### config.mk
export PLATFORM = sky130hd
export DESIGN_NAME = seg7_decode
export DESIGN_NICKNAME = d
export VERILOG_FILES = /design/src/rtl/seg7_pkg.sv /design/src/rtl/seg7_decode.sv
export SDC_FILE = /design/constraint.sdc
export NUM_CORES = 1
export LEC_CHECK = 0
export CAP_MARGIN = 10
export CORE_AREA = 2 2 39 41
export DETAILED_ROUTE_END_ITERATION = 8
export DIE_AREA = 0 0 41 43
export GPL_TIMING_DRIVEN = 1
export SYNTH_ARGS = -nofsm -noshare
export SYNTH_HDL_FRONTEND = slang
export SYNTH_SLANG_ARGS = --single-unit
### constraint.sdc
create_clock -name vclk -period 1.4
set_clock_uncertainty 0.15 [all_clocks]
set_input_delay 0.28 -clock vclk [all_inputs]
set_output_delay 0.28 -clock vclk [all_outputs]
set_load 0.02 [all_outputs]
### src/rtl/seg7_pkg.sv
// ============================================================================
//  Module      : seg7_pkg
//  Description : Shared seven-segment codes, checker state encoding and helpers
//  Revision    : 1.0
// ============================================================================
`default_nettype none

package seg7_pkg;

    // Active-low {a,b,c,d,e,f,g}; shared with the counter's encoder
    localparam logic [6:0] SEG_0 = 7'b0000001;
    localparam logic [6:0] SEG_1 = 7'b1001111;
    localparam logic [6:0] SEG_2 = 7'b0010010;
    localparam logic [6:0] SEG_3 = 7'b0000110;
    localparam logic [6:0] SEG_4 = 7'b1001100;
    localparam logic [6:0] SEG_5 = 7'b0100100;
    localparam logic [6:0] SEG_6 = 7'b0100000;
    localparam logic [6:0] SEG_7 = 7'b0001111;
    localparam logic [6:0] SEG_8 = 7'b0000000;
    localparam logic [6:0] SEG_9 = 7'b0000100;

    localparam logic [3:0] DIG_BAD   = 4'hF;
    localparam logic [6:0] MAX_COUNT = 7'd99;

    typedef enum logic [1:0] {
        ST_RESET = 2'd0,
        ST_SYNC  = 2'd1,
        ST_TRACK = 2'd2
    } state_e;

    function automatic logic [6:0] bcd_to_bin(input logic [3:0] tens, input logic [3:0] ones);
        logic [7:0] sum;
        sum = ({4'b0000, tens} * 8'd10) + {4'b0000, ones};
        return sum[6:0];
    endfunction

    // Value the counter should show one cycle after showing prev
    function automatic logic [6:0] next_expected(input logic [6:0] prev,
                                                 input logic       up,
                                                 input logic       hold);
        logic [6:0] nxt;
        if (hold)
            nxt = prev;
        else if (up)
            nxt = (prev == MAX_COUNT) ? 7'd0 : prev + 7'd1;
        else
            nxt = (prev == 7'd0) ? MAX_COUNT : prev - 7'd1;
        return nxt;
    endfunction

endpackage

`default_nettype wire

### src/rtl/seg7_decode.sv
// ============================================================================
//  Module      : seg7_decode
//  Description : Active-low seven-segment pattern to BCD digit with legal flag
//  Revision    : 1.0
// ============================================================================
`default_nettype none

module seg7_decode
    import seg7_pkg::*;
(
    input  logic [6:0] seg_i,
    output logic [3:0] digit_o,
    output logic       legal_o
);

    always_comb begin
        digit_o = DIG_BAD;
        legal_o = 1'b1;
        case (seg_i)
            SEG_0:   digit_o = 4'd0;
            SEG_1:   digit_o = 4'd1;
            SEG_2:   digit_o = 4'd2;
            SEG_3:   digit_o = 4'd3;
            SEG_4:   digit_o = 4'd4;
            SEG_5:   digit_o = 4'd5;
            SEG_6:   digit_o = 4'd6;
            SEG_7:   digit_o = 4'd7;
            SEG_8:   digit_o = 4'd8;
            SEG_9:   digit_o = 4'd9;
            default: legal_o = 1'b0;
        endcase
    end

endmodule

`default_nettype wire

; After elaboration in Yosys (flattened, before gate mapping)
; Cells that the tools add are included.
[totals]
regBits = 0
output_inout_bits = 5
[op_classes]
reduce_logical = 2
mux = 2
eq_ne = 9
[ops]
columns = cell, n
row1 = $pmux 4 s10, 1
row2 = $eq 7x3->1 const B, 2
row3 = $eq 7x6->1 const B, 2
row4 = $eq 7x7->1 const B, 2
row5 = $reduce_or 10->1, 1
row6 = $eq 7x1->1 const B, 1
row7 = $eq 7x4->1 const B, 1
row8 = $eq 7x5->1 const B, 1
row9 = $logic_not 7->1, 1
row10 = $mux 1, 1

; Longest topological paths before layout
; Gate-level depths: netlist of the first run.
[logic_depth]
word_depth = 3
depth_mapped = 5
mapped_depth_nobuf = 5

; Worst setup path before layout of the first run
; Ideal clock, no wire load.
[synth_timing]
kind = input port to output port
start = input seg_i[0]
end = output digit_o[0]
cell_stages = 5
path_slack_ns = -0.431
n_path_buf = 0
required_time_ns = 0.970
arrival_ns = 1.401
path_cell_list = and4b_1 > a32o_1 > a31oi_4 > nand3_2 > nand2_1
[synth_via]
elab_chain_cells = 2
[synth_rtl]
columns = item, line
row1 = start: declaration, seg7_decode.sv:11  ; input logic [6:0] seg_i,
row2 = "$eq 7x3->1, or another cell as far along", seg7_decode.sv:19  ; case (seg_i)
row3 = $pmux 4 s10 (*), seg7_decode.sv:19
row4 = end: declaration, seg7_decode.sv:12  ; output logic [3:0] digit_o,
; Mark *: on every way between the ends. The rest lies on a longest branch, timed or not.

; Worst setup path in the final report of the first run
[layout_timing]
start = input seg_i[0]
end = output legal_o
[layout_via]
elab_chain_cells = 3
[layout_rtl]
columns = item, line
row1 = "$eq 7x3->1, or another cell as far along", seg7_decode.sv:19
row2 = $reduce_or 10->1 (no source line) (*), -
row3 = $mux 1 (*), seg7_decode.sv:19
row4 = end: declaration, seg7_decode.sv:13  ; output logic legal_o
; Marks and branches as above.

==> metrics, run 1 <==
status finished, violations left; failing checks negative setup slack; slowest stage cell, crit path a32o_2; final wirelength 655 microns; YS warnings 0; Cell Chain, Critical Path buf_6 > and4b_1 > a32o_2 > a31oi_4 > nand3_4 > buf_2; Vias 283; IO Port Bufs 12; Register Area 0 sq um; pin count of the biggest net entering global routing 9; Die Y 43 microns; Hold Vio Cnt, Final 0; synthesized area per cell 7.12 sq um; Critical Path AT 1350 ps; Syn Inst Count 26; commonest non-fill, non-tap cells in the layout buf_4, buf_6, buf_2; Initial Utilization 13.4%; first-pass GRT wire length 993 microns; DR iter-0 viols 0; net count after synthesis 33; Slew headroom 77.0%; placed cell count 64; HP Class in -> out; Routability Congestion 0.727; I/O Pins 12; CP max stage delay 270 ps; # setup viols final 5; peak supply drop 0.000103 V; dpl hpwl 501 microns; initial antenna violation count 0; DRC violations left 0; clock buffer count 0; final worst-path cycle share 127%; Via density 4.29; setup ws final -383 ps; max-cap violations 0; Seq cells 0; share of the synthesized area in the top cell type 11.5%; # rows 14; layout cell share with drive strength beyond 1 70.0%; final std cells w/o fill 66; DRT Pass-1 Iters 1; Setup crit end kind output port; final slew viol count 0; dpl ws -1330 ps; Area Overhead vs Synth 161%; Synth Cell Area 185 sq um; crit path launch type input pin; Tmin final 1780 ps; fin util 35.0%; count of different cell masters after synthesis 17; commonest non-fill, non-tap cell in the layout buf_4; area leader, netlist a31oi_4; NumNets Final 59; vias in the first global route 261; largest cells by area after synthesis a31oi_4, nand3b_1, nand2b_1; Antenna diodes 0; worst hold slack 925 ps; Worst-Margin Slew 342 ps; die area 1760 sq um; Die W 41 microns; Final ANT Viol Nets 0; gr ovfl total 0; Tot GR Track Use 7.39%; routed len/inst 9.92 microns; Pwr per Cell Area 246 nW/um^2; RSZ-0062 raised after global routing yes; Seq/Total Area, Yosys 0%; core area 1380 sq um; leak pwr 0.000205 uW; Crit Path Class in -> out; max frequency 561 MHz; Critical Path RT 970 ps; CP Max Fanout 3
[worst paths after layout]
kind | start | to | slack [ps] | depth (start not counted)
setup / recovery | seg_i[0] | legal_o | -380 | 6
hold / removal | seg_i[0] | digit_o[0] | 920 | 5
[per-layer routing]
metal / vias up / routed length (microns) / track usage [%]
met3: 0 / 30 / 0
met4: 0 / 0 / 0
met1: 127 / 256 / 8.86
met5: - / 0 / 0
li1: 151 / - / -
met2: 5 / 367 / 14.4
[metrics by stage]
stage               cell area, sq um  TNS, ps  total power [uW]
finish                           484    -1780               119
global route                     484    -2020               127
CTS                              474    -1770               115
detailed placement               429    -6320               106
global placement                 429    -6240               105
floorplan                        214     -964              41.0
[critical path, delay by kind of cell]
family	cells	cell delay, ps
buffers and inverters	2	280
AND/OR/NAND/NOR	2	320
AO/OA/AOI/OAI	2	460
[cell families after synthesis]
| group | after synthesis | synth area share (%) |
|---|---|---|
| compound gates | 8 | 35.8 |
| simple gates | 16 | 54.7 |
| xor+xnor | 2 | 9.46 |
[report_power, final]
| group | switching (uW) | internal [uW] |
|---|---|---|
| Combinational | 55.1 | 63.8 |
| Clock | 0 | 0 |
| Sequential | 0 | 0 |
[cell usage after synthesis (2+ instances only)]
cell type / n
a21oi_1: 2
o21ai_0: 2
nor4_1: 2
nand3b_1: 2
nand2_1: 3
nor2_1: 3
nand2b_1: 2
[cell type report]
type,count,area [sq um]
Timing Repair Buffer,24,215
Fill cell,147,900
Multi-Input combinational cell,26,249
Tap cell,16,20.0
[what timing repair did]
| item | CTS | global route |
|---|---|---|
| setup buffers | 2 | 0 |
| pin swaps | 5 | 0 |
| resized for setup | 73 | 4 |
| endpoints found under the setup margin | 5 | 5 |
| hold buffers | 0 | 0 |
Power figures use the tool's default switching activity.
==> run 2, diff against run 1 <==
==> constraint.sdc (replaced) <==
create_clock -name vclk -period 1.5
set_clock_uncertainty 0.15 [all_clocks]
set_input_delay 0.3 -clock vclk [all_inputs]
set_output_delay 0.3 -clock vclk [all_outputs]
set_load 0.02 [all_outputs]
==> run 2 against run 1 <==
Net effect:
- the flow still finishes with violations (negative setup slack)
- wire length down 1.5%
- via count up 4.6%
- flip-flop and latch count unchanged
- highest routed layer unchanged
- die area unchanged
- first-iteration DRC count up 2
- non-clock buffer count unchanged
- core utilization down 1.3 points
- total power down 9.3%
- worst setup slack better by 64 ps
- critical path depth up 1
- cell count unchanged
- design area down 3.6%
- largest cell class unchanged
==> metrics, run 2 (same netlist as run 1, synthesis figures left out) <==
final wirelength 645 microns; IO Port Bufs 12; clock buffer count 0; Area Overhead vs Synth 152%; DRC violations left 0; Crit Path Class in -> out; peak supply drop 0.000106 V; first-pass GRT wire length 1.07 mm; die area 1760 sq um; Die Y 43 microns; Die W 41 microns; fillers 148; Finished Cell Area 467 sq um; Routability Congestion 0.788; leak pwr 0.000200 uW; status finished, violations left; commonest non-fill, non-tap cell in the layout buf_4; commonest non-fill, non-tap cells in the layout buf_4, buf_6, nor2_1, buf_2; Cell Chain, Critical Path buf_6 > and4b_1 > a32o_2 > a31oi_4 > nand3_4 > nand2_4 > buf_6; gr ovfl total 0; I/O Pins 12; placed cell count 64; setup ws final -319 ps; most used cell, CP buf_6; Critical Path RT 1050 ps; failing checks negative setup slack; Setup crit end kind output port; routed len/inst 9.77 microns; # setup viols final 5; final worst-path cycle share 121%; core area 1380 sq um; Vias 296; DR iter-0 viols 2; footprint of the multi-input gates 240 sq um; HP Class in -> out; dpl hpwl 498 microns; RSZ-0062 raised after global routing yes; slowest stage cell, crit path a32o_2; Slew headroom 74.5%; Tot GR Track Use 8.19%; Tmin final 1820 ps; DRT Pass-1 Iters 3; CP max stage delay 290 ps; Antenna diodes 0; NumNets Final 59; fin util 33.7%; initial antenna violation count 0; Via density 4.48; final slew viol count 0; hold wc startpoint seg_i[0]; Placed Instance Area 429 sq um; CTS Hold Buffers Added 0; Initial Utilization 13.4%; layout cell share with drive strength beyond 1 66.0%; pin count of the biggest net entering global routing 9; hold path depth 5; final std cells w/o fill 66; Final ANT Viol Nets 0; Register Area 0 sq um; Pwr per Cell Area 231 nW/um^2; vias in the first global route 267; WHS Endpoint digit_o[0]; Seq cells 0; max frequency 550 MHz; crit path launch type input pin; # rows 14; Hold Vio Cnt, Final 0; Worst-Margin Slew 382 ps; total power draw 108 uW; max-cap violations 0; Critical Path AT 1370 ps; CP Max Fanout 3
-- run 2: changes by cell type in the layout (fill, tap and decap cells not counted) --
cell,previous run,this run
nor4bb_1,0,1
buf_4,10,13
buf_6,8,7
nor4bb_2,1,0
nor2_1,2,3
buf_2,4,3
nor2_2,1,0
buf_8,2,1
-- run 2: worst max-delay path by stage --
stage	start	endpoint	slack, ps
6_report	seg_i[0]	digit_o[0]	-320
3_3_place_gp	seg_i[6]	legal_o	-1250
4_1_cts	seg_i[0]	digit_o[0]	-330
3_5_place_dp	seg_i[5]	digit_o[0]	-1240
5_1_grt	seg_i[0]	digit_o[3]	-370
2_1_floorplan	seg_i[0]	digit_o[0]	-270
-- run 2: layout make-up --
type                       count  area share [%]
multi-input combinational     26            51.5
tap                           16            4.29
timing repair buffer          24            44.2
-- run 2: worst max-delay path, delay by kind of cell --
family | cells | cell delay, ps
AO/OA/AOI/OAI | 2 | 470
buffers and inverters | 2 | 210
AND/OR/NAND/NOR | 3 | 390
-- run 2: metrics by stage --
step	setup slack, ps	hold slack (ps)	setup TNS (ps)
floorplan	-270	644	-712
global placement	-1250	1780	-5900
detailed placement	-1240	1780	-5830
CTS	-328	992	-1550
global route	-368	1020	-1670
finish	-319	980	-1440
-- run 2: metal layers --
metal	global-route usage (%)	routed length, microns	part of all wire, %	vias to the layer above
met5	0	0	0	-
met4	0	0	0	0
met3	0	26	4.0	0
met2	15.6	352	55	5
met1	10.1	267	41	139
li1	-	-	-	152
-- run 2: power breakdown --
| part | switching, uW | total, uW | internal [uW] |
|---|---|---|---|
| clock | 0 | 0 | 0 |
| combinational | 50.4 | 108 | 57.4 |
| sequential | 0 | 0 | 0 |
| total | 50.4 | 108 | 57.4 |
-- run 2: what timing repair did --
action,4_1_cts,5_1_grt
gates cloned,0,0
setup endpoints to repair,5,5
pin swaps,6,2
resized for setup,68,3
hold endpoints to repair,0,0
buffers inserted,2,0
==> run 3, diff against run 2 <==
--- a/config.mk
+++ b/config.mk
@@ -10,6 +10,8 @@
 export DETAILED_ROUTE_END_ITERATION = 8
 export DIE_AREA = 0 0 41 43
 export GPL_TIMING_DRIVEN = 1
+export MAX_ROUTING_LAYER = met4
+export PLACE_DENSITY = 0.5
 export SYNTH_ARGS = -nofsm -noshare
 export SYNTH_HDL_FRONTEND = slang
 export SYNTH_SLANG_ARGS = --single-unit
==> run 3 against run 2 <==
Net effect:
- the run still ends with negative setup slack left
- count of clock-buffer cells in the layout stayed put
- die area stayed put
- worst hold slack better by 43 ps
==> metrics, run 3 (same netlist as run 1, synthesis figures left out) <==
clock power share 0%; Vias 297; peak supply drop 0.0000997 V; routed wl met3 37 microns; NetSw 53.3 uW; failing checks negative setup slack; DR iter-0 viols 1; initial antenna violation count 0; clock buffer count 0; vias in the first global route 249; IO Port Bufs 12; Gate power share 100.0%; commonest non-fill, non-tap cells in the layout buf_4, buf_6, buf_2; total power draw 117 uW; Seq cells 0; HP Class in -> out; final slew viol count 0; slowest stage cell, crit path a32o_2; final worst-path cycle share 121%; Final ANT Viol Nets 0; crit path launch type input pin; Area Overhead vs Synth 175%; Top Metal Used met3; CP Max Fanout 4; Worst-Margin Slew 385 ps; final wirelength 667 microns; Pwr per Cell Area 229 nW/um^2; # rows 14; DRT Pass-1 Iters 3; Routability Congestion 0.730; Cell Chain, Critical Path buf_8 > and4b_1 > a32o_2 > a31oi_4 > nand3_4 > nand2_4 > buf_6; placed cell count 67; die area 1760 sq um; Setup crit end kind output port; setup ws final -322 ps; layout cell share with drive strength beyond 1 69.8%; Via density 4.30; I/O Pins 12; RSZ-0062 raised after global routing yes; Critical Path RT 1050 ps; commonest non-fill, non-tap cell in the layout buf_4; met2 wire len 325 microns; leak pwr 0.000220 uW; Register Area 0 sq um; Slew headroom 74.3%; core area 1380 sq um; status finished, violations left; DRT met1 WL 304 microns; first-pass GRT wire length 1.06 mm; NumNets Final 62; Flop pwr share 0%; Crit Path Class in -> out; Tot GR Track Use 8.19%; routed len/inst 9.67 microns; pin count of the biggest net entering global routing 9; gr ovfl total 0; Die Y 43 microns; fillers 161; Int Power 63.3 uW; max-cap violations 0; switching part of the total power 45.7%; Initial Utilization 13.4%; CP max stage delay 270 ps; Tmin final 1820 ps; final std cells w/o fill 69; final setup TNS -1430 ps; max frequency 549 MHz; Critical Path AT 1370 ps; # setup viols final 5; Antenna diodes 0; Hold Vio Cnt, Final 0; DRC violations left 0; Die W 41 microns
-- run 3: cell types whose count changed in the layout (fill, tap and decap cells not counted), sizes merged --
| cell | before | now |
|---|---|---|
| buf | 24 | 27 |
-- run 3: worst max-delay path: cells and delay by family --
| kind | cells | cell delay [ps] |
|---|---|---|
| buf+inv | 2 | 210 |
| compound gates | 2 | 450 |
| simple gates | 3 | 400 |
-- run 3: worst paths after layout --
check               endpoint      from  depth (start not counted)
hold / removal    digit_o[2]  seg_i[2]                          5
setup / recovery  digit_o[0]  seg_i[1]                          7
-- run 3: cell type report --
type               count  area (sq um)  area share [%]
multi-input cells     26           255            50.1
repair buffers        27           234            45.9
well taps             16          20.0            3.93
-- run 3: stage by stage --
stage          util [%]  setup slack [ps]  cell area, sq um  hold WS, ps
2_1_floorplan         -              -270               214          644
3_3_place_gp       32.6             -1270               452         1810
3_5_place_dp       32.6             -1250               452         1840
4_1_cts            35.0              -326               484         1050
5_1_grt            36.8              -363               509         1070
6_report           36.8              -322               509         1020
-- run 3: repair_timing --
item | 4_1_cts | 5_1_grt
pin swaps | 7 | 3
endpoints found under the hold margin | 0 | 0
hold buffers | 0 | 0
setup endpoints to repair | 5 | 5
gates resized for setup | 69 | 5
buffers inserted | 1 | 1
-- run 3: power groups by stage --
stage | sequential [uW] | clock, uW | combinational, uW
after detailed placement | 0 | 0 | 104
after global routing | 0 | 0 | 126
after global placement | 0 | 0 | 104
final | 0 | 0 | 117
after floorplan | 0 | 0 | 38.3
after CTS | 0 | 0 | 112
-- run 3: metal layers --
metal  track usage (%)  vias up
li1                  -      159
met1              13.3      130
met2              11.6        8
met3             0.524        0
met4                 0        0
met5                 -        -
